### src/rtl/pcap_stim_gen.sv
// Position-capture TTL stimulus generator: optional pre-delay, then framed trains of
// capture pulses inside an enable window, with gaps, repeats, abort and config checking.
module pcap_stim_gen #(
    parameter int NUM_TTL = 6,
    parameter int EN_BIT  = 0,
    parameter int CAP_BIT = 2,
    parameter int CNT_W   = 32
) (
    input  logic               clk_i,
    input  logic               reset_i,
    input  logic               arm_i,
    input  logic               disarm_i,
    input  logic [CNT_W-1:0]   pre_delay_i,
    input  logic [CNT_W-1:0]   num_samples_i,
    input  logic [CNT_W-1:0]   cap_period_i,
    input  logic [CNT_W-1:0]   cap_width_i,
    input  logic [CNT_W-1:0]   repeats_i,
    input  logic [NUM_TTL-1:0] ttl_i,
    output logic [NUM_TTL-1:0] ttl_o,
    output logic               active_o,
    output logic               done_o,
    output logic               err_o,
    output logic [CNT_W-1:0]   sample_count_o,
    output logic [CNT_W-1:0]   frame_count_o
);

    localparam logic [CNT_W-1:0] ONE = CNT_W'(1);
    localparam logic [CNT_W-1:0] TWO = CNT_W'(2);

    typedef enum logic [1:0] {IDLE, DELAY, FRAME, GAP} state_t;

    state_t             state, state_nx;
    logic [CNT_W-1:0]   cnt, cnt_nx;
    logic [CNT_W-1:0]   smp, smp_nx;
    logic [CNT_W-1:0]   samples_nx, frames_nx;
    logic [CNT_W-1:0]   pre_delay, num_samples, cap_period, cap_width, repeats;
    logic               en, cap, en_nx, cap_nx;
    logic               active_nx, done_nx, err_nx;
    logic               load, cfg_ok, abort_q;
    logic [NUM_TTL-1:0] ttl_nx;

    assign en  = ttl_o[EN_BIT];
    assign cap = ttl_o[CAP_BIT];

    always_comb begin
        cfg_ok = (num_samples_i != '0) && (cap_period_i >= TWO) &&
                 (cap_width_i != '0) && (cap_width_i < cap_period_i);
        state_nx   = state;
        cnt_nx     = cnt;
        smp_nx     = smp;
        samples_nx = sample_count_o;
        frames_nx  = frame_count_o;
        en_nx      = en;
        cap_nx     = cap;
        active_nx  = active_o;
        done_nx    = 1'b0;
        err_nx     = err_o;
        load       = 1'b0;

        unique case (state)
            IDLE: begin
                en_nx     = 1'b0;
                cap_nx    = 1'b0;
                active_nx = 1'b0;
                if (arm_i && !disarm_i) begin
                    if (cfg_ok) begin
                        load       = 1'b1;
                        err_nx     = 1'b0;
                        samples_nx = '0;
                        frames_nx  = '0;
                        cnt_nx     = '0;
                        state_nx   = DELAY;
                    end else begin
                        err_nx = 1'b1;
                    end
                end
            end
            DELAY: begin
                active_nx = 1'b1;
                if (cnt == pre_delay) begin
                    state_nx   = FRAME;
                    en_nx      = 1'b1;
                    cap_nx     = 1'b1;
                    cnt_nx     = '0;
                    smp_nx     = '0;
                    samples_nx = sample_count_o + ONE;
                end else begin
                    cnt_nx = cnt + ONE;
                end
            end
            FRAME: begin
                // cnt is the phase within the current capture period
                if (cnt == cap_period - ONE) begin
                    cnt_nx = '0;
                    if (smp == num_samples - ONE) begin
                        en_nx     = 1'b0;
                        cap_nx    = 1'b0;
                        frames_nx = frame_count_o + ONE;
                        if ((repeats != '0) && (frames_nx == repeats)) begin
                            state_nx  = IDLE;
                            active_nx = 1'b0;
                            done_nx   = 1'b1;
                        end else begin
                            state_nx = GAP;
                        end
                    end else begin
                        smp_nx     = smp + ONE;
                        cap_nx     = 1'b1;
                        samples_nx = sample_count_o + ONE;
                    end
                end else begin
                    cnt_nx = cnt + ONE;
                    cap_nx = (cnt + ONE) < cap_width;
                end
            end
            GAP: begin
                if (cnt == cap_period - ONE) begin
                    state_nx   = FRAME;
                    en_nx      = 1'b1;
                    cap_nx     = 1'b1;
                    cnt_nx     = '0;
                    smp_nx     = '0;
                    samples_nx = sample_count_o + ONE;
                end else begin
                    cnt_nx = cnt + ONE;
                end
            end
            default: state_nx = IDLE;
        endcase

        // Abort acts one edge after disarm is sampled and freezes the counters.
        if (abort_q && (state != IDLE)) begin
            state_nx   = IDLE;
            en_nx      = 1'b0;
            cap_nx     = 1'b0;
            active_nx  = 1'b0;
            done_nx    = 1'b0;
            samples_nx = sample_count_o;
            frames_nx  = frame_count_o;
        end

        ttl_nx          = ttl_i;
        ttl_nx[EN_BIT]  = en_nx;
        ttl_nx[CAP_BIT] = cap_nx;
    end

    always_ff @(posedge clk_i or posedge reset_i) begin
        if (reset_i) begin
            state          <= IDLE;
            cnt            <= '0;
            smp            <= '0;
            abort_q        <= 1'b0;
            ttl_o          <= '0;
            active_o       <= 1'b0;
            done_o         <= 1'b0;
            err_o          <= 1'b0;
            sample_count_o <= '0;
            frame_count_o  <= '0;
        end else begin
            state          <= state_nx;
            cnt            <= cnt_nx;
            smp            <= smp_nx;
            abort_q        <= disarm_i;
            ttl_o          <= ttl_nx;
            active_o       <= active_nx;
            done_o         <= done_nx;
            err_o          <= err_nx;
            sample_count_o <= samples_nx;
            frame_count_o  <= frames_nx;
        end
    end

    // Configuration is only captured on an accepted arm.
    always_ff @(posedge clk_i) begin
        if (load) begin
            pre_delay   <= pre_delay_i;
            num_samples <= num_samples_i;
            cap_period  <= cap_period_i;
            cap_width   <= cap_width_i;
            repeats     <= repeats_i;
        end
    end

endmodule

### config.mk
export PLATFORM = sky130hd
export DESIGN_NAME = pcap_stim_gen
export DESIGN_NICKNAME = d
export VERILOG_FILES = /design/src/rtl/pcap_stim_gen.sv
export SDC_FILE = /design/constraint.sdc
export NUM_CORES = 1
export LEC_CHECK = 0
export CELL_PAD_IN_SITES_DETAIL_PLACEMENT = 0
export CELL_PAD_IN_SITES_GLOBAL_PLACEMENT = 1
export CORE_MARGIN = 1
export CORE_UTILIZATION = 40
export CTS_CLUSTER_DIAMETER = 60
export DETAILED_ROUTE_END_ITERATION = 12
export PLACE_DENSITY_LB_ADDON = 0.1
export REMOVE_ABC_BUFFERS = 1
export SLEW_MARGIN = 20
export SYNTH_ARGS = -nofsm -noshare
export SYNTH_HDL_FRONTEND = slang
export SYNTH_SLANG_ARGS = --single-unit
### constraint.sdc
create_clock -name clk_i -period 14.2 [get_ports clk_i]
set_input_delay 3.55 -clock clk_i [delete_from_list [all_inputs] [get_ports clk_i]]
set_output_delay 3.55 -clock clk_i [all_outputs]
set_load 0.02 [all_outputs]
==> impl_metrics.json <==
{
  "synthTopCellsByArea": "edfxtp_1 (27%), dfrtp_1 (19%), xnor2_1 (6.7%), ha_1 (4.7%), xor2_1 (2.5%)",
  "ant_nets": 0,
  "fp.dieH_um": 215,
  "seq_power_share": 0.415,
  "status": "finished, final reports clean",
  "clk_latency_ps": 560,
  "synthFlopType": "edfxtp_1",
  "synth_top_area_frac": 0.266,
  "first_global_vias": 14929,
  "wire_per_inst_um": 20.7,
  "drcViolationCount": 0,
  "firstDrtPassIters": 5,
  "critPathRequiredTime_ps": 14370,
  "max-clock-path-buffers": 3,
  "path_max_fanout": 112,
  "synth_cells": 1809,
  "cts_tree": "built",
  "p_comb_frac": 0.201,
  "nFillCells": 4071,
  "slowest_delay_ps": 890,
  "final_cells": 2642,
  "fp.dieW_um": 215,
  "power_leakage_nw": 8.39,
  "yosysSeqAreaShare": 0.459,
  "start_util": 0.407,
  "finalSetupViolCount": 0,
  "synth-edff-count": 160,
  "critPathSlowestCell": "buf_4",
  "syn_area_um2": 18100,
  "postCtsSetupBuffers": 0,
  "synth_compound_area_frac": 0.140,
  "synth.avg_cell_area_um2": 10.0,
  "critPathKind": "in -> reg",
  "min_period_ps": 8010,
  "grt_overflow": 0,
  "crit_path_cell_trace": "clkdlybuf4s50_1 -> inv_1 -> ha_1 -> and3_1 -> a221oi_1 -> a21oi_1 -> a2111oi_0 -> nand3_1 -> nand2b_1 -> inv_6 -> buf_4",
  "crit_buf_inv": 4,
  "intPower_mw": 1.80,
  "grt_max_degree": 113,
  "nets": 2259,
  "async_flop_share": 0.467,
  "powerDensity_nw_per_um2": 118,
  "ios": 243,
  "cts_made_buffers": 39,
  "rsz0062_at_grt": "no",
  "timing.fmax_mhz": 125,
  "clkPwrFrac": 0.384,
  "critPathArrivalTime_ps": 8190,
  "hold_violations": 0,
  "ys_types": 92,
  "dr.first_iter.drc_count": 1014,
  "routed_via_density": 5.68,
  "area_delta_synth_final_pct": 23.2,
  "cp-end-kind": "register",
  "synth_xor_area_frac": 0.0920,
  "slew_headroom": 0.291,
  "via_count": 15002,
  "final.setup.tns_ps": 0,
  "synth.most_common_cell": "edfxtp_1",
  "ctsHoldBuffers": 0,
  "diodes": 0,
  "die-area_um2": 46100,
  "hold_class": "reg -> reg",
  "grt_pass1_wl_um": 85500,
  "post_synth_and_or_nand_nor_area_fraction": 0.216,
  "cts-root-buf": "clkbuf_16",
  "cp-start-kind": "primary input",
  "cts_sinks": 300,
  "synth-seq-cells": 300,
  "place_inst": 2572,
  "gp_congestion": 0.860,
  "clkTransAtPathRegs_ps": 60,
  "drive_above_1_share": 0.0595,
  "gr-usage-all-layers": 0.237,
  "max_slew.worst_pin.slew_ps": 1060,
  "htree_levels": 2,
  "core-area_um2": 44400,
  "num_rows": 77,
  "ir_drop_uv": 84.8,
  "min_period_over_period": 0.564,
  "maxCapViolCount": 0,
  "p_sw_mw": 0.818,
  "antenna_found_initial": 0,
  "synth_top_family_by_area": "simple AND/OR/NAND/NOR gates",
  "synth_top_area_cell": "edfxtp_1",
  "synthAdderAreaFrac": 0.0476,
  "cpLargestDelayFamily": "buffers and inverters",
  "yosys-top-cells-count": "edfxtp_1 (160), dfrtp_1 (140), xnor2_1 (139), nand2_1 (103), nor2_1 (98)",
  "ys_warn_count": 0,
  "portBuffers": 240,
  "hpwl_um": 40800,
  "cts.repair.resized": 0,
  "fin_skew_ps": 11.6,
  "synth.mux.area_fraction": 0.00526,
  "maxSlewViolCount": 0,
  "switching_share": 0.312,
  "routed_wl_um": 54700
}
==> worst paths after layout <==
| check | end | slack [ps] | cells past startpoint | start |
|---|---|---|---|---|
| max in group asynchronous | state[1] | 9270 | 3 | reset_i |
| worst min register to register | err_o | 500 | 2 | err_o |
| worst min-delay path | err_o | 500 | 2 | err_o |
| worst max register to register | frame_count_o[9] | 9220 | 12 | num_samples[0] |
| min in group asynchronous | frame_count_o[14] | 3510 | 2 | reset_i |
| worst max-delay path | cap_width[12] | 6190 | 11 | cap_period_i[26] |
==> layer usage <==
| layer | GRT usage | routed length, um | up-vias |
|---|---|---|---|
| met4 | 0.0893 | 1690 | 0 |
| li1 | - | - | 7249 |
| met1 | 0.313 | 24300 | 7260 |
| met5 | 0 | 0 | - |
| met3 | 0.0345 | 2580 | 90 |
| met2 | 0.395 | 26200 | 403 |
==> area by class of cell <==
type,count,area (um2),area share
clock buffers,47,1060,0.0475
clock inverters,23,245,0.0110
inverters,95,367,0.0164
multi-input cells,1332,9070,0.407
flip-flops and latches,300,8310,0.373
well taps,592,741,0.0332
repair buffers,253,2500,0.112
==> power by group through the flow <==
stage               Sequential, mW  Clock (mW)  Combinational, mW
floorplan                     1.09           0              0.302
global placement              1.10           0              0.521
detailed placement            1.10           0              0.529
CTS                           1.09        1.03              0.533
global route                  1.10        1.06              0.582
finish                        1.09        1.01              0.527
==> sequential cells by signal, indices dropped and copies added, names as in the netlist <==
name,flops
abort_q,1
active_o,1
cap_period,32
cap_width,32
cnt,32
done_o,1
err_o,1
frame_count_o,32
num_samples,32
pre_delay,32
repeats,32
sample_count_o,32
smp,32
state,2
ttl_o,6
==> logic make-up (layout without fill, tap and decap cells) <==
group                      after synthesis  after routing
and+or+nand+nor                        683            683
AOI/OAI and AO/OA                      381            381
DFF                                    300            300
xor gates and xnor gates               190            190
buffers and inverters                  177            418
adders and majority gates               69             69
muxes                                    9              9
==> per-stage QoR <==
stage / total power, mW / hold WS (ps) / utilization / cell area [um2] / worst slack [ps]
floorplan: 1.39 / 498 / - / 17700 / 3700
global placement: 1.62 / 479 / 0.472 / 21000 / 5500
detailed placement: 1.63 / 490 / 0.473 / 21000 / 5530
CTS: 2.65 / 506 / 0.502 / 22300 / 6100
global route: 2.74 / 539 / 0.502 / 22300 / 5650
finish: 2.62 / 500 / 0.502 / 22300 / 6190
==> cells in the final DEF, fill, tap and decap left out, types with 25 or more instances in the layout <==
cell               n
clkdlybuf4s50_1  240
edfxtp_1         160
dfrtp_1          140
xnor2_1          139
nand2_1          103
nor2_1            97
inv_1             93
nand3_1           78
a21oi_1           75
o21ai_0           74
ha_1              68
nor4_1            62
nand4_1           56
and3_1            52
xor2_1            51
nor3_1            42
clkbuf_16         41
o31ai_1           36
or4_1             33
o21ai_1           32
a22o_1            30
or3_1             25
==> worst reg2reg max path, cell delays in order, from the launching register on <==
cell and delay (ps):
edfxtp_1 500, inv_1 100, ha_1 260, or3b_2 510, or3_1 500, a2111o_1 440
a211o_1 320, nor4b_2 610, and3_1 280, nand4bb_1 620, a221o_1 580, nand2_1 70
o41ai_1 70
Power figures use the tool's default switching activity.
==> RTL edit 1 (same settings) <==
The 4 states of `state_t` get a Gray code encoding in 2 bits.
--- a/src/rtl/pcap_stim_gen.sv
+++ b/src/rtl/pcap_stim_gen.sv
@@ -27,7 +27,7 @@
     localparam logic [CNT_W-1:0] ONE = CNT_W'(1);
     localparam logic [CNT_W-1:0] TWO = CNT_W'(2);
 
-    typedef enum logic [1:0] {IDLE, DELAY, FRAME, GAP} state_t;
+    typedef enum logic [1:0] {IDLE = 2'b00, DELAY = 2'b01, FRAME = 2'b11, GAP = 2'b10} state_t;
 
     state_t             state, state_nx;
     logic [CNT_W-1:0]   cnt, cnt_nx;
Behaviour: same outputs for any inputs over 4 cycles, from zero or initial values and one cycle with reset_i high; so few cycles prove little.
==> RTL edit 1 against the unedited design <==
- setup slack got worse by 0.34 ns
- highest routed layer unchanged
- design area fell by 2.1%
- area after synthesis down 1.5%
- sequential cell count is the same
- cell count shrank 1.3%
- clock power decreased by 12%
- total power down 3.7%
- global-route usage down 0.72 points
- routed wire length fell by 5.2%
- synthesized cell count is 0.44% lower
- core utilization is 0.064 points lower
==> RTL edit 1: results (changes against the unedited design) <==
Critical path's slowest cell: a31oi_1 (was buf_4)
Synth area leaders: edfxtp_1 (27%), dfrtp_1 (20%), xnor2_1 (5.4%) (was edfxtp_1 (27%), dfrtp_1 (19%), xnor2_1 (6.7%))
Main synth FF type: edfxtp_1 (unchanged)
Final Net Count: 2239 (was 2259)
Clock latency on the worst-skew pair: 0.56 ns (about the same)
# fillers: 4062 (was 4071)
Hpwl dp: 38.79 mm (was 40.77 mm)
Tightest Pin Transition: 0.9905 ns (was 1.064 ns)
Static Leak: 8.326 nW (was 8.395 nW)
GRT Total Usage: 0.2302 (was 0.2374)
Router iterations before antenna repair: 5 (unchanged)
Synth Area in XOR/XNOR: 0.1054 (was 0.09200)
Register area share after synthesis: 0.4661 (was 0.4593)
Largest net degree at the start of global routing: 99 (was 113)
Via density: 5.526 (was 5.678)
DRC: 0 (unchanged)
WL per Instance: 19.90 um (was 20.72 um)
CP max stage delay: 0.79 ns (was 0.89 ns)
Vias in the first global route: 14210 (was 14930)
Status: complete, no violations (unchanged)
Place WS: 5.280 ns (was 5.533 ns)
Clock Tree Buf Depth: 3 (unchanged)
1st-iter DRT viols: 738 (was 1014)
Adder-Cell Fraction of Synth Area: 0.05250 (was 0.04759)
First-pass GRT wire length: 80.57 mm (was 85.53 mm)
NetSw: 0.8161 mW (was 0.8177 mW)
Synth top cells by count: edfxtp_1 (160), dfrtp_1 (140), nand2_1 (134), xnor2_1 (109), xor2_1 (103) (was edfxtp_1 (160), dfrtp_1 (140), xnor2_1 (139), nand2_1 (103), nor2_1 (98))
Post-CTS setup buffer count: 0 (unchanged)
Worst VDD drop: 0.0001036 V (was 0.00008484 V)
Syn. warnings: 0 (unchanged)
Port bufs: 240 (unchanged)
Layout cells sized above 1: 0.04251 (was 0.05951)
Root Buffer: clkbuf_16 (unchanged)
Area fraction in compound gates after synthesis: 0.1313 (was 0.1403)
Final GP Congestion: 0.8646 (was 0.8603)
Antenna diode count: 0 (unchanged)
Post-synthesis cell type count: 75 (was 92)
Post-synth EDFFs: 160 (unchanged)
Final Skew: 0.02469 ns (was 0.01162 ns)
Family with the most delay on the worst path: compound AO/OA/AOI/OAI gates (was buffers and inverters)
CTS buffer count: 36 (was 39)
Initial antenna violation count: 0 (unchanged)
Mux share of post-synthesis cell area: 0.007019 (was 0.005257)
Worst Hold Class: reg2reg (unchanged)
Crit path DAT: 8.80 ns (was 8.19 ns)
Crit-path max FO: 98 (was 112)
## RTL edit 1: changes by cell type after synthesis, sizes merged, moves of 7 or more
| cell | before | now |
|---|---|---|
| a21oi | 76 | 64 |
| and3 | 52 | 36 |
| buf | 24 | 10 |
| clkbuf | 58 | 83 |
| inv | 95 | 102 |
| nand2 | 105 | 134 |
| nand3 | 79 | 56 |
| nor3 | 43 | 54 |
| o211ai | 13 | 20 |
| o22ai | 1 | 8 |
| or4 | 34 | 15 |
| xnor2 | 139 | 109 |
| xor2 | 51 | 103 |
## RTL edit 1: through the flow
step / total power, mW / util / std cells / area (um^2)
finish: 2.524 / 0.5013 / 2608 / 21830
global route: 2.649 / 0.5013 / 2608 / 21830
CTS: 2.558 / 0.5011 / 2608 / 21830
detailed placement: 1.651 / 0.4750 / 2542 / 20690
global placement: 1.643 / 0.4750 / 2542 / 20690
floorplan: 1.388 / - / 1708 / 17460
## RTL edit 1: logic make-up (layout without fill, tap and decap cells)
family	after synthesis	in the layout
and+or+nand+nor	647	647
AOI/OAI and AO/OA	359	359
buffers and inverters	195	417
DFF	300	300
adders and majority gates	75	75
muxes	12	12
xor gates and xnor gates	213	213
## RTL edit 1: final timing paths
check,from,endpoint,slack [ns],cells after the start
max in group asynchronous,reset_i,smp[26]$_DFFE_PP0P_,9.05,4
min in group asynchronous,reset_i,sample_count_o[27]$_DFFE_PP0P_,3.39,2
max reg2reg,num_samples[8]$_DFFE_PP_,smp[8]$_DFFE_PP0P_,8.66,11
min reg2reg,err_o$_DFFE_PP0P_,err_o$_DFFE_PP0P_,0.50,2
min,err_o$_DFFE_PP0P_,err_o$_DFFE_PP0P_,0.50,2
max,cap_period_i[2],sample_count_o[8]$_DFFE_PP0P_,5.84,14
## RTL edit 1: area by class of cell
class                      count  area, um^2  area share
multi-input combinational   1306        8791      0.4027
timing repair buffer         249        2470      0.1131
inverter                     102       392.9     0.01800
sequential                   300        8308      0.3806
clock inverter                21       151.4    0.006935
tap                          585       732.0     0.03353
clock buffer                  45       985.9     0.04516
## RTL edit 1: metal layers
layer,vias to the layer above,share of wire,track usage
li1,7053,-,-
met1,6912,0.43,0.2934
met2,362,0.48,0.3904
met3,84,0.053,0.04148
met4,0,0.032,0.07988
met5,-,0,0
## RTL edit 1: worst min-delay path: stages (launching register included)
cell,delay (ns)
dfrtp_1,0.34
a31oi_1,0.05
nor2_1,0.07
## RTL edit 1: power groups by stage
stage	Clock (mW)	Combinational [mW]	Sequential, mW
after floorplan	0	0.306	1.08
after global placement	0	0.570	1.07
after detailed placement	0	0.576	1.07
after CTS	0.920	0.579	1.06
after global routing	0.953	0.629	1.07
final	0.892	0.574	1.06
==> RTL edit 2 (same flow settings) <==
Without the edit above. Change the parameter `CNT_W` from 32 to 36.
--- a/src/rtl/pcap_stim_gen.sv
+++ b/src/rtl/pcap_stim_gen.sv
@@ -4,7 +4,7 @@
     parameter int NUM_TTL = 6,
     parameter int EN_BIT  = 0,
     parameter int CAP_BIT = 2,
-    parameter int CNT_W   = 32
+    parameter int CNT_W   = 36
 ) (
     input  logic               clk_i,
     input  logic               reset_i,
Interface: changed (7 resized); port bits go from 243 to 271. No check against the original RTL was run, so the function may have changed too.
==> RTL edit 2 against the unedited design <==
- sequential share of layout area fell by 0.17 points
- setup slack improved by 0.077 ns
- maximum frequency rose by 0.97%
- count of clock-buffer cells in the layout rose by 3
- design area rose by 13%
- area after synthesis rose by 14%
- via count rose by 17%
- routed wire length rose by 18%
- sequential cell count rose by 36
- cell count rose by 15%
- critical endpoint is now cap_period[23]$_DFFE_PP_
- highest routed layer unchanged
Power is not compared: it rests on default switching activity, and its combinational part moved more than twofold at a synthesized area within 25%.
==> RTL edit 2: results (changes against the unedited design) <==
Status: complete, no violations (unchanged)
Area after DPL: 0.02376 mm^2 (was 0.02099 mm^2)
Post-synth EDFFs: 180 (was 160)
Sequential share of cell area: 0.3710 (was 0.3727)
Hpwl dp: 47.69 mm (was 40.77 mm)
Clock latency on the worst-skew pair: 0.58 ns (was 0.56 ns)
Worst setup path start: cap_period_i[1] (was cap_period_i[26])
Crit-path max FO: 138 (was 112)
Multi-input logic area: 0.01041 mm^2 (was 0.009072 mm^2)
Invs w/o clock: 114 (was 95)
Static Leak: 9.362 nW
Total Power: 3.516 mW
Via count: 17580 (was 15000)
Multi-In Gates: 1570 (was 1332)
Total Routed Length: 64.35 mm (was 54.75 mm)
Synth area leaders: edfxtp_1 (26%), dfrtp_1 (19%), xnor2_1 (5.2%) (was edfxtp_1 (27%), dfrtp_1 (19%), xnor2_1 (6.7%))
Signal buffers: 279 (was 253)
Vias in the first global route: 16760 (was 14930)
Antenna diode count: 2 (was 0)
# fillers: 4723 (was 4071)
Syn. warnings: 0 (unchanged)
Final Net Count: 2608 (was 2259)
Syn avg cell area: 9.664 um^2 (was 9.999 um^2)
Initial antenna violation count: 2 (was 0)
Register area share after synthesis: 0.4518 (was 0.4593)
ClkCell Share: 0.05280 (was 0.05849)
Clock buffer count in the final layout: 50 (was 47)
Place WS: 5.649 ns (was 5.533 ns)
# clock sinks: 336 (was 300)
Synth top cells by count: edfxtp_1 (180), dfrtp_1 (156), nand2_1 (153), nor2_1 (131), xnor2_1 (122) (was edfxtp_1 (160), dfrtp_1 (140), xnor2_1 (139), nand2_1 (103), nor2_1 (98))
Port bufs: 268 (was 240)
Layout cells sized above 1: 0.05432 (was 0.05951)
Buffering overhead: 0.1102 (was 0.1121)
Worst slew margin: 0.2414 (was 0.2906)
CP max stage delay: 0.87 ns (was 0.89 ns)
Placed insts: 2971 (was 2572)
Worst r2r src: cap_period[0]$_DFFE_PP_ (was num_samples[0]$_DFFE_PP_)
Async S/R FF share, synth: 0.4643 (was 0.4667)
1st-iter DRT viols: 1347 (was 1014)
Crit path DAT: 8.12 ns (was 8.19 ns)
Post-synthesis cell type count: 93 (was 92)
Final Skew: 0.02547 ns (was 0.01162 ns)
CTS H-Tree Depth: 2 (unchanged)
GRT Total Usage: 0.2427 (was 0.2374)
CTS buffer count: 41 (was 39)
Largest net degree at the start of global routing: 139 (was 113)
Die width: 229.0 um (was 214.7 um)
Final GP Congestion: 0.8892 (was 0.8603)
WL per Instance: 21.11 um (was 20.72 um)
Worst Hold Class: reg2reg (unchanged)
-- RTL edit 2: changes by cell type after synthesis, moves of 32 or more --
cell,change
clkbuf_1,+32
nand2_1,+50
nor2_1,+33
o21ai_0,+44
xor2_1,+38
-- RTL edit 2: metal layers --
layer  GRT usage  wire [um]  vias up
li1            -          -     8418
met4     0.08667       1899        0
met3     0.03194       3518       84
met5           0          0        -
met1      0.3376      29130     8516
met2      0.3866      29800      564
-- RTL edit 2: path summary, 6_finish.rpt --
check | endpoint | cells after the start | slack [ns]
worst max-delay path | cap_period[23]$_DFFE_PP_ | 14 | 6.26
worst min-delay path | smp[35]$_DFFE_PP0P_ | 1 | 0.50
worst max register to register | smp[33]$_DFFE_PP0P_ | 13 | 8.41
worst min register to register | smp[35]$_DFFE_PP0P_ | 1 | 0.50
max in group asynchronous | cnt[19]$_DFFE_PP0P_ | 3 | 9.24
min in group asynchronous | err_o$_DFFE_PP0P_ | 2 | 3.55
-- RTL edit 2: worst reg2reg max path: stages (launching register included) --
cell and delay [ns]:
edfxtp_1 0.50, inv_1 0.10, ha_1 0.34, or4b_1 0.74
nor4_1 0.58, a21o_1 0.24, o2111ai_1 0.11, nor4_1 0.44
nand4_1 0.28, o22ai_4 0.17, buf_4 0.63, nand3_2 0.71
or3_1 0.63, o31ai_1 0.24
-- RTL edit 2: cell families (layout without fill, tap and decap cells) --
logic type / count (synthesis) / after routing / share of synthesized area
AO/OA/AOI/OAI: 463 / 463 / 0.1459
XOR/XNOR: 212 / 212 / 0.09079
adder cells (fa/ha/maj): 76 / 76 / 0.04615
buffers and inverters: 226 / 469 / 0.04372
flip-flops: 336 / 336 / 0.4518
multiplexers: 18 / 18 / 0.009170
other: 0 / 2 / 0
AND/OR/NAND/NOR: 801 / 801 / 0.2125
